==> src/rtl/mem_port_arbiter_pkg.sv <==
// Shared types for the IF/MEM unified memory port arbiter.
// State encoding is shared with control and hazard logic.
package mem_port_arbiter_pkg;

   localparam int ADDR_W_DEF = 32;
   localparam int DATA_W_DEF = 32;

   typedef enum logic [1:0] {
      IDLE    = 2'd0,
      BUSY_IF = 2'd1,
      BUSY_DM = 2'd2,
      RESP    = 2'd3
   } arb_state_e;

endpackage

==> src/rtl/mem_port_arbiter_timeout_cnt.sv <==
// Transaction watchdog: counts busy cycles, flags the last allowed one.
// Holds at the limit so expire stays asserted until cleared.
module arb_timeout_cnt #(
   parameter int LIMIT = 64
) (
   input  logic clk,
   input  logic rst_n,
   input  logic clear,
   input  logic en,
   output logic expire
);

   localparam int W = (LIMIT > 2) ? $clog2(LIMIT) : 1;
   localparam logic [W-1:0] LAST = W'(LIMIT - 1);

   logic [W-1:0] cnt;

   always_ff @(posedge clk or negedge rst_n) begin
      if (!rst_n) begin
         cnt <= '0;
      end else if (clear) begin
         cnt <= '0;
      end else if (en && cnt != LAST) begin
         cnt <= cnt + 1'b1;
      end
   end

   assign expire = en && (cnt == LAST);

endmodule

==> src/rtl/mem_port_arbiter.sv <==
// Arbitrates the single memory port between fetch (IF) and data (MEM).
// One latched transaction at a time; MEM has priority up to a streak limit.
module mem_port_arbiter
   import mem_port_arbiter_pkg::*;
#(
   parameter int ADDR_W      = ADDR_W_DEF,
   parameter int DATA_W      = DATA_W_DEF,
   parameter int DM_STREAK   = 4,
   parameter int TIMEOUT_CYC = 64
) (
   input  logic              clk,
   input  logic              rst_n,
   input  logic              if_req,
   input  logic [ADDR_W-1:0] if_addr,
   output logic [DATA_W-1:0] if_rdata,
   output logic              if_ack,
   input  logic              dm_req,
   input  logic              dm_we,
   input  logic [ADDR_W-1:0] dm_addr,
   input  logic [DATA_W-1:0] dm_wdata,
   output logic [DATA_W-1:0] dm_rdata,
   output logic              dm_ack,
   output logic              mem_req,
   output logic              mem_we,
   output logic [ADDR_W-1:0] mem_addr,
   output logic [DATA_W-1:0] mem_wdata,
   input  logic [DATA_W-1:0] mem_rdata,
   input  logic              mem_ack,
   output logic              stall_if,
   output logic              stall_mem,
   output logic              bus_err
);

   localparam int SW = $clog2(DM_STREAK + 1);
   localparam logic [SW-1:0] SMAX = SW'(DM_STREAK);

   arb_state_e state_q, state_d;
   logic [SW-1:0] streak_q;
   logic grant_if, grant_dm;
   logic busy, ack_ok, expire, tmo, done;

   assign busy   = (state_q == BUSY_IF) || (state_q == BUSY_DM);
   assign ack_ok = mem_ack && mem_req;

   arb_timeout_cnt #(.LIMIT(TIMEOUT_CYC)) u_tmo (
      .clk    (clk),
      .rst_n  (rst_n),
      .clear  (grant_if || grant_dm),
      .en     (busy),
      .expire (expire)
   );

   always_ff @(posedge clk or negedge rst_n) begin
      if (!rst_n) begin
         state_q <= IDLE;
      end else begin
         state_q <= state_d;
      end
   end

   always_comb begin
      state_d  = state_q;
      grant_if = 1'b0;
      grant_dm = 1'b0;
      tmo      = 1'b0;
      done     = 1'b0;
      unique case (state_q)
         IDLE: begin
            if (dm_req && (!if_req || streak_q < SMAX)) begin
               grant_dm = 1'b1;
               state_d  = BUSY_DM;
            end else if (if_req) begin
               grant_if = 1'b1;
               state_d  = BUSY_IF;
            end
         end
         BUSY_IF, BUSY_DM: begin
            // A real ack wins over a timeout landing in the same cycle
            if (ack_ok) begin
               done    = 1'b1;
               state_d = RESP;
            end else if (expire) begin
               done    = 1'b1;
               tmo     = 1'b1;
               state_d = RESP;
            end
         end
         RESP: state_d = IDLE;
         default: state_d = IDLE;
      endcase
   end

   always_ff @(posedge clk or negedge rst_n) begin
      if (!rst_n) begin
         mem_req   <= 1'b0;
         mem_we    <= 1'b0;
         mem_addr  <= '0;
         mem_wdata <= '0;
         if_ack    <= 1'b0;
         dm_ack    <= 1'b0;
         if_rdata  <= '0;
         dm_rdata  <= '0;
         bus_err   <= 1'b0;
         streak_q  <= '0;
      end else begin
         if_ack   <= 1'b0;
         dm_ack   <= 1'b0;
         if_rdata <= '0;
         dm_rdata <= '0;
         bus_err  <= 1'b0;
         if (grant_dm) begin
            mem_req   <= 1'b1;
            mem_we    <= dm_we;
            mem_addr  <= dm_addr;
            mem_wdata <= dm_wdata;
            if (!if_req) begin
               streak_q <= '0;
            end else if (streak_q != SMAX) begin
               streak_q <= streak_q + 1'b1;
            end
         end
         if (grant_if) begin
            mem_req   <= 1'b1;
            mem_we    <= 1'b0;
            mem_addr  <= if_addr;
            mem_wdata <= '0;
            streak_q  <= '0;
         end
         if (done) begin
            mem_req <= 1'b0;
            mem_we  <= 1'b0;
            bus_err <= tmo;
            if (state_q == BUSY_IF) begin
               if_ack   <= 1'b1;
               if_rdata <= tmo ? '0 : mem_rdata;
            end else begin
               dm_ack   <= 1'b1;
               dm_rdata <= (tmo || mem_we) ? '0 : mem_rdata;
            end
         end
      end
   end

   assign stall_if  = if_req & ~if_ack;
   assign stall_mem = dm_req & ~dm_ack;

endmodule

==> config.mk <==
export PLATFORM = sky130hd
export DESIGN_NAME = mem_port_arbiter
export DESIGN_NICKNAME = d
export VERILOG_FILES = /design/src/rtl/mem_port_arbiter_pkg.sv /design/src/rtl/mem_port_arbiter_timeout_cnt.sv /design/src/rtl/mem_port_arbiter.sv
export SDC_FILE = /design/constraint.sdc
export NUM_CORES = 1
export LEC_CHECK = 0
export CAP_MARGIN = 20
export CORE_ASPECT_RATIO = 1.1
export CORE_MARGIN = 5
export CORE_UTILIZATION = 44
export DETAILED_ROUTE_END_ITERATION = 10
export PLACE_DENSITY_LB_ADDON = 0.3
export SYNTH_ARGS = -nofsm -noshare
export SYNTH_HDL_FRONTEND = slang
export SYNTH_SLANG_ARGS = --single-unit
==> constraint.sdc <==
create_clock -name clk -period 2.5 [get_ports clk]
set_input_delay 0.5 -clock clk [delete_from_list [all_inputs] [get_ports clk]]
set_output_delay 0.5 -clock clk [all_outputs]
set_load 0.005 [all_outputs]
==> impl_metrics.prom, run 1 <==
# TYPE chip_impl_metric gauge
chip_impl_metric{name="worstPathRequired",unit="ns"} 2.00
chip_impl_metric{name="avgRoutedWirePerCell",unit="µm"} 18.5
chip_impl_metric{name="power.internal",unit="µW"} 6620
chip_impl_metric{name="net_switching_fraction_of_the_power",unit="%"} 29.1
chip_impl_metric{name="maxCapViolations",unit=""} 0
chip_impl_metric{name="grt_start_max_net_pins",unit=""} 66
chip_impl_info{name="timing.critical_path.max_delay_family",value="buffers and inverters"} 1
chip_impl_metric{name="clock_path_buffers",unit=""} 2
chip_impl_info{name="min-delay-path-class",value="input port to asynchronous set/reset pin"} 1
chip_impl_metric{name="synthesis.area",unit="µm²"} 5490
chip_impl_metric{name="critical_path.max_stage_delay",unit="ns"} 0.58
chip_impl_metric{name="grt_pass1_vias",unit=""} 4728
chip_impl_info{name="timing_worst_setup_path_type",value="input port to primary output"} 1
chip_impl_metric{name="final_nets",unit=""} 845
chip_impl_metric{name="ant_nets",unit=""} 0
chip_impl_metric{name="clk_latency",unit="ns"} 0.42
chip_impl_metric{name="crit_buf_inv",unit=""} 3
chip_impl_metric{name="detail_route.vias_per_cell",unit=""} 4.97
chip_impl_info{name="r2r-start",value="state_q[1]"} 1
chip_impl_metric{name="power_switching",unit="µW"} 2710
chip_impl_metric{name="worst-r2r-setup-slack",unit="ns"} 0.69
chip_impl_info{name="tritoncts",value="yes"} 1
chip_impl_metric{name="clock_tree.htree_level_count",unit=""} 4
chip_impl_metric{name="pwr-share-seq",unit="%"} 36.4
chip_impl_metric{name="final_core_utilization",unit="%"} 74.0
chip_impl_metric{name="postcts_setup_bufs",unit=""} 0
chip_impl_metric{name="antenna_cells",unit=""} 0
chip_impl_metric{name="floorplan.rows",unit=""} 42
chip_impl_info{name="yosys.area.top_type",value="sky130_fd_sc_hd__dfrtp_1"} 1
chip_impl_metric{name="io-pin-count",unit=""} 269
chip_impl_metric{name="die_w",unit="µm"} 117
chip_impl_metric{name="tightest_slew",unit="ns"} 0.611
chip_impl_metric{name="timing.final.hold_violations",unit=""} 0
chip_impl_metric{name="synth.yosys.seq_area_share",unit="%"} 65.6
chip_impl_metric{name="irDropWorstVdd",unit="mV"} 0.664
chip_impl_metric{name="die-height",unit="µm"} 127
chip_impl_metric{name="drc_errors",unit=""} 0
chip_impl_info{name="worstSetupStartpointType",value="input port"} 1
chip_impl_metric{name="drt_iter0_drc",unit=""} 234
chip_impl_metric{name="synth_cell_types",unit=""} 35
chip_impl_metric{name="grt_antenna_before_repair",unit=""} 0
chip_impl_metric{name="powerDensity",unit="nW/µm²"} 1040
chip_impl_metric{name="setup_violations",unit=""} 0
chip_impl_metric{name="core_region_area",unit="µm²"} 12100
chip_impl_metric{name="finalClockSkew",unit="ns"} 0.00707
chip_impl_metric{name="reported_leakage_power",unit="µW"} 0.00421
chip_impl_metric{name="slew_headroom",unit="%"} 59.3
chip_impl_metric{name="fmax",unit="MHz"} 440
chip_impl_metric{name="cts_buffer_count",unit=""} 17
chip_impl_metric{name="start_util",unit="%"} 45.2
chip_impl_metric{name="post_synth_inst_count",unit=""} 430
chip_impl_info{name="rr_endpoint",value="mem_wdata[7]"} 1
chip_impl_metric{name="finalWirelength",unit="µm"} 16200
chip_impl_metric{name="floorplan.die_area",unit="µm²"} 14800
chip_impl_metric{name="grt_pass1_wl",unit="µm"} 25100
chip_impl_metric{name="syn_area_per_cell",unit="µm²"} 12.8
chip_impl_metric{name="detailed_place_hpwl",unit="µm"} 11900
chip_impl_metric{name="pwr-share-comb",unit="%"} 35.7
chip_impl_metric{name="critical_path_arrival",unit="ns"} 1.77
chip_impl_metric{name="timing.final.crit_share",unit="%"} 91.0
chip_impl_metric{name="post-route-min-period",unit="ns"} 2.27
chip_impl_metric{name="drt-pass1-iter-count",unit=""} 5
chip_impl_metric{name="synth_fp_nets",unit=""} 569
chip_impl_metric{name="clk_pin_slew_worst_paths",unit="ns"} 0.06
chip_impl_metric{name="post-layout-total-power",unit="µW"} 9330
chip_impl_info{name="crit_top_cell",value="sky130_fd_sc_hd__clkdlybuf4s50_1"} 1
chip_impl_info{name="cts-root-buf",value="sky130_fd_sc_hd__clkbuf_16"} 1
chip_impl_metric{name="routabilityCongestion",unit=""} 0.773
chip_impl_metric{name="rr_worst_depth",unit=""} 6
chip_impl_metric{name="vias",unit=""} 4335
chip_impl_metric{name="pwr-share-clk",unit="%"} 27.9
chip_impl_info{name="outcome",value="finished clean"} 1
chip_impl_metric{name="layout-drive-gt1-share",unit="%"} 7.79
chip_impl_metric{name="global_route.overflow_total",unit=""} 0
chip_impl_metric{name="cts-hold-fix-buffers",unit=""} 0
chip_impl_info{name="critical_path.cell_chain",value="clkdlybuf4s50_1 > inv_2 > nor2_1 > clkdlybuf4s50_1"} 1
chip_impl_metric{name="worst-path-max-fanout",unit=""} 3
chip_impl_metric{name="post_cts.resized_instances",unit=""} 0
chip_impl_metric{name="numClockSinks",unit=""} 144
chip_impl_info{name="crit_path_top_delay_cell",value="sky130_fd_sc_hd__clkdlybuf4s50_1"} 1
chip_impl_info{name="critical_path.endpoint_type",value="primary output"} 1
chip_impl_metric{name="port-buffer-count",unit=""} 268
chip_impl_metric{name="syn2layout_area_growth",unit="%"} 63.5
chip_impl_metric{name="setup_total_negative_slack",unit="ns"} 0
chip_impl_info{name="rsz0062_at_grt",value="no"} 1
chip_impl_metric{name="finalMaxSlewViolations",unit=""} 0
chip_impl_metric{name="yosys_register_bits",unit=""} 144
chip_impl_metric{name="yosysWarningCount",unit=""} 0
chip_impl_metric{name="globalRouteTotalUtil",unit="%"} 22.3
chip_impl_info{name="synth.area.top_cells",value="sky130_fd_sc_hd__dfrtp_1 (66%), sky130_fd_sc_hd__and2_1 (7.4%), sky130_fd_sc_hd__mux2i_1 (5.8%)"} 1
chip_impl_metric{name="post-synth-top-area-fraction",unit="%"} 65.6
## placed cells by master (no fill, tap or decap), drive strengths merged
cell type      instances
nor3                   2
nand2                 41
and3                   2
a32o                   1
o21a                   1
a211oi                 1
and2                  65
dfrtp                144
o211ai                 1
clkdlybuf4s50        267
a21o                   1
clkbuf                20
o2bb2ai                1
nor2                  15
nor4b                  1
clkinvlp               4
inv                    9
mux2                   2
xor2                   3
a21boi                 1
mux2i                 32
bufinv                 3
and4                   1
a22o                  32
nor2b                  1
a21oi                  1
nand3                  5
buf                   15
ha                     5
clkinv                 3
o21ai                 39
## layout make-up
cell class	instances	area [µm²]
tap	154	193
fill	792	3160
sequential	144	3600
clock inverter	12	156
multi-input combinational	254	1710
inverter	7	26.3
timing repair buffer	282	2840
clock buffer	20	457
## kinds of logic after synthesis
group,synth area share [%]
AOI/OAI and AO/OA,10.3
xor gates and xnor gates,0.478
adders and majority gates,1.14
buffers and inverters,3.58
DFF,65.6
muxes,6.24
and+or+nand+nor,12.7
## metal layers
metal | share of wire [%] | vias to the layer above | global-route usage (%) | wire length, µm
met4 | 3.3 | 0 | 10.5 | 529
met5 | 0 | - | 0 | 0
met3 | 12 | 35 | 9.89 | 2000
met1 | 36 | 2057 | 24.1 | 5800
li1 | - | 2012 | - | -
met2 | 49 | 231 | 37.0 | 7860
## synth_stat cells, drive strengths merged
master / instances
nand3: 5
mux2i: 32
a21o: 1
o2bb2ai: 1
nor2b: 1
and4: 1
mux2: 2
clkbuf: 10
inv: 7
and3: 2
xor2: 3
and2: 65
nor3: 2
nor2: 15
a21boi: 1
a22o: 32
ha: 5
a32o: 1
a21oi: 1
o21ai: 39
buf: 15
nor4b: 1
dfrtp: 144
nand2: 41
a211oi: 1
o21a: 1
o211ai: 1
## power groups by stage
stage / clock [µW] / sequential, µW / combinational (µW)
floorplan: 0 / 3460 / 1340
global placement: 0 / 3390 / 3250
detailed placement: 0 / 3430 / 3340
CTS: 2650 / 3400 / 3380
global route: 2750 / 3480 / 3620
finish: 2600 / 3400 / 3330
## state kept, by name, summed over array words and instances, names as in the netlist
signal and count:
dm_rdata 32, if_rdata 32, mem_addr 32, mem_wdata 32
u_tmo.cnt 6, streak_q 3, state_q 2, bus_err 1
dm_ack 1, if_ack 1, mem_req 1, mem_we 1
## worst register-to-register path: stages (launching register included)
cell,delay [ns]
sky130_fd_sc_hd__dfrtp_1,0.40
sky130_fd_sc_hd__inv_1,0.09
sky130_fd_sc_hd__ha_1,0.35
sky130_fd_sc_hd__inv_2,0.11
sky130_fd_sc_hd__a211oi_4,0.38
sky130_fd_sc_hd__buf_12,0.25
sky130_fd_sc_hd__a22o_1,0.18
## metrics by stage
stage / hold slack [ns] / area (µm²) / setup slack (ns) / cells
5_1_grt: 0.104 / 8980 / 0.152 / 873
3_3_place_gp: 0.467 / 8370 / 0.229 / 841
2_1_floorplan: 0.204 / 5490 / 0.967 / 430
3_5_place_dp: 0.474 / 8370 / 0.216 / 841
6_report: 0.0699 / 8980 / 0.226 / 873
4_1_cts: 0.0869 / 8980 / 0.216 / 873
## how the worst max path moves through the flow
stage                     slack, ns  depth (start not counted)    endpoint  startpoint
after global routing           0.15                          4   stall_mem      dm_req
final                          0.23                          4   stall_mem      dm_req
after global placement         0.23                          4   stall_mem      dm_req
after CTS                      0.22                          4   stall_mem      dm_req
after detailed placement       0.22                          4   stall_mem      dm_req
after floorplan                0.97                          5  state_q[0]  state_q[0]
Power figures use the tool's default switching activity.
==> run 2, diff against run 1 <==
--- a/config.mk
+++ b/config.mk
@@ -8,7 +8,8 @@
 export CAP_MARGIN = 20
 export CORE_ASPECT_RATIO = 1.1
 export CORE_MARGIN = 5
-export CORE_UTILIZATION = 44
+export CORE_UTILIZATION = 45
+export CTS_BUF_LIST = sky130_fd_sc_hd__clkbuf_2 sky130_fd_sc_hd__clkbuf_4 sky130_fd_sc_hd__clkbuf_8
 export DETAILED_ROUTE_END_ITERATION = 10
 export PLACE_DENSITY_LB_ADDON = 0.3
 export SYNTH_ARGS = -nofsm -noshare
==> run 2 against run 1 <==
Hold slack better by 0.42 ns. Wire length fell by 1.3%. Via count rose by 0.16%. Register-to-register slack gained 0.05 ns. Critical path depth unchanged. Clock skew is 0.0031 ns higher. Flip-flop and latch count did not move. Critical endpoint unchanged. Highest routed layer unchanged.
==> impl_metrics.prom, run 2 (same netlist as run 1, synthesis figures left out) <==
# TYPE chip_impl_metric gauge
chip_impl_metric{name="grt_pass1_vias",unit=""} 4710
chip_impl_info{name="r2r-start",value="state_q[1]"} 1
chip_impl_metric{name="timing.final.crit_share",unit="%"} 91.7
chip_impl_metric{name="clock_tree.htree_level_count",unit=""} 4
chip_impl_metric{name="start_util",unit="%"} 45.8
chip_impl_metric{name="avgRoutedWirePerCell",unit="µm"} 18.4
chip_impl_metric{name="vias",unit=""} 4342
chip_impl_metric{name="clk_latency",unit="ns"} 0.44
chip_impl_metric{name="port-buffer-count",unit=""} 268
chip_impl_metric{name="globalRouteTotalUtil",unit="%"} 22.9
chip_impl_metric{name="setup_violations",unit=""} 0
chip_impl_metric{name="worst-r2r-setup-slack",unit="ns"} 0.74
chip_impl_metric{name="finalWirelength",unit="µm"} 16000
chip_impl_metric{name="powerDensity",unit="nW/µm²"} 995
chip_impl_info{name="min-delay-path-class",value="register to register"} 1
chip_impl_info{name="rsz0062_at_grt",value="no"} 1
chip_impl_metric{name="slew_headroom",unit="%"} 62.6
chip_impl_info{name="timing_worst_setup_path_type",value="input port to primary output"} 1
chip_impl_metric{name="irDropWorstVdd",unit="mV"} 0.601
chip_impl_metric{name="floorplan.rows",unit=""} 42
chip_impl_metric{name="global_route.overflow_total",unit=""} 0
chip_impl_metric{name="worstPathRequired",unit="ns"} 2.00
chip_impl_info{name="critical_path.endpoint_type",value="primary output"} 1
chip_impl_info{name="tritoncts",value="yes"} 1
chip_impl_metric{name="tightest_slew",unit="ns"} 0.555
chip_impl_info{name="outcome",value="finished clean"} 1
chip_impl_metric{name="hold_depth",unit=""} 2
chip_impl_metric{name="drt_iter0_drc",unit=""} 250
chip_impl_metric{name="die_w",unit="µm"} 115
chip_impl_metric{name="cts_buffer_count",unit=""} 17
chip_impl_metric{name="final_nets",unit=""} 843
chip_impl_info{name="worstSetupStartpointType",value="input port"} 1
chip_impl_metric{name="setup_total_negative_slack",unit="ns"} 0
chip_impl_metric{name="finalMaxSlewViolations",unit=""} 0
chip_impl_metric{name="timing.final.hold_violations",unit=""} 0
chip_impl_metric{name="core_region_area",unit="µm²"} 12000
chip_impl_metric{name="detail_route.vias_per_cell",unit=""} 4.99
chip_impl_metric{name="layout-drive-gt1-share",unit="%"} 7.53
chip_impl_metric{name="io-pin-count",unit=""} 269
chip_impl_metric{name="rr_worst_depth",unit=""} 7
chip_impl_metric{name="reported_leakage_power",unit="µW"} 0.00414
chip_impl_info{name="whs_endpoint",value="mem_addr[10]"} 1
chip_impl_metric{name="finalClockSkew",unit="ns"} 0.0101
chip_impl_metric{name="numClockSinks",unit=""} 144
chip_impl_metric{name="clock_path_buffers",unit=""} 2
chip_impl_metric{name="post-route-min-period",unit="ns"} 2.29
chip_impl_metric{name="die-height",unit="µm"} 126
chip_impl_info{name="layout_commonest_cell",value="sky130_fd_sc_hd__clkdlybuf4s50_1"} 1
chip_impl_metric{name="post_cts.resized_instances",unit=""} 0
chip_impl_metric{name="ant_nets",unit=""} 0
chip_impl_metric{name="grt_start_max_net_pins",unit=""} 58
chip_impl_metric{name="fmax",unit="MHz"} 436
chip_impl_metric{name="worst-path-max-fanout",unit=""} 3
chip_impl_metric{name="floorplan.die_area",unit="µm²"} 14500
chip_impl_metric{name="routabilityCongestion",unit=""} 0.843
chip_impl_info{name="final_cell_mix",value="sky130_fd_sc_hd__clkdlybuf4s50_1 (267), sky130_fd_sc_hd__dfrtp_1 (144), sky130_fd_sc_hd__and2_1 (65)"} 1
chip_impl_metric{name="drt-pass1-iter-count",unit=""} 4
chip_impl_metric{name="maxCapViolations",unit=""} 0
chip_impl_metric{name="grt_antenna_before_repair",unit=""} 0
chip_impl_info{name="cts-root-buf",value="sky130_fd_sc_hd__clkbuf_8"} 1
chip_impl_metric{name="detailed_place_hpwl",unit="µm"} 12000
chip_impl_metric{name="critical_path_arrival",unit="ns"} 1.79
chip_impl_metric{name="holdWs",unit="ns"} 0.489
chip_impl_metric{name="drc_errors",unit=""} 0
chip_impl_metric{name="grt_pass1_wl",unit="µm"} 25600
chip_impl_metric{name="postcts_setup_bufs",unit=""} 0
chip_impl_metric{name="antenna_cells",unit=""} 0
chip_impl_metric{name="clk_pin_slew_worst_paths",unit="ns"} 0.08
chip_impl_info{name="beginning_of_the_worst_hold_path",value="mem_addr[10]"} 1
chip_impl_info{name="rr_endpoint",value="mem_we"} 1
chip_impl_metric{name="syn2layout_area_growth",unit="%"} 60.6
-- run 2: layer usage --
metal,GRT usage [%],up-vias,share of wire [%]
met1,26.3,2116,37
met4,7.53,0,1.6
met3,11.2,18,12
met5,0,-,0
met2,37.4,208,50
li1,-,2000,-
-- run 2: how the worst max path moves through the flow --
| stage | start | end | slack, ns | depth (start not counted) |
|---|---|---|---|---|
| after floorplan | state_q[0] | state_q[0] | 0.97 | 5 |
| after global placement | dm_req | stall_mem | 0.23 | 4 |
| after detailed placement | dm_req | stall_mem | 0.22 | 4 |
| after CTS | dm_req | stall_mem | 0.20 | 4 |
| after global routing | dm_req | stall_mem | 0.16 | 4 |
| final | dm_req | stall_mem | 0.21 | 4 |
-- run 2: per-stage QoR --
step / util [%] / instances / total power [µW] / cell area [µm²] / setup WS (ns)
final: 73.6 / 871 / 8780 / 8820 / 0.208
after global routing: 73.6 / 871 / 9350 / 8820 / 0.157
after CTS: 73.6 / 871 / 8890 / 8820 / 0.204
after detailed placement: 69.8 / 838 / 6780 / 8360 / 0.222
after global placement: 69.8 / 838 / 6640 / 8360 / 0.230
after floorplan: - / 430 / 4790 / 5490 / 0.967
-- run 2: worst max-delay path, cell delays in order --
cell,delay [ns]
sky130_fd_sc_hd__clkdlybuf4s50_1,0.57
sky130_fd_sc_hd__inv_2,0.06
sky130_fd_sc_hd__nor2_1,0.12
sky130_fd_sc_hd__clkdlybuf4s50_1,0.53
-- run 2: layout make-up --
class / instances / area (µm²)
sequential: 144 / 3600
timing repair buffer: 280 / 2840
tap: 154 / 193
fill: 835 / 3160
clock buffer: 18 / 248
inverter: 7 / 26.3
clock inverter: 14 / 204
multi-input combinational: 254 / 1710
-- run 2: timing repair --
action                                  CTS  global route
endpoints found under the setup margin    0             0
hold buffers                              1             0
endpoints found under the hold margin    36             0
-- run 2: power by group --
| part | internal [µW] | leakage, µW | switching (µW) |
|---|---|---|---|
| clock | 1130 | 0.000222 | 938 |
| sequential | 3030 | 0.00190 | 361 |
| combinational | 1950 | 0.00201 | 1370 |
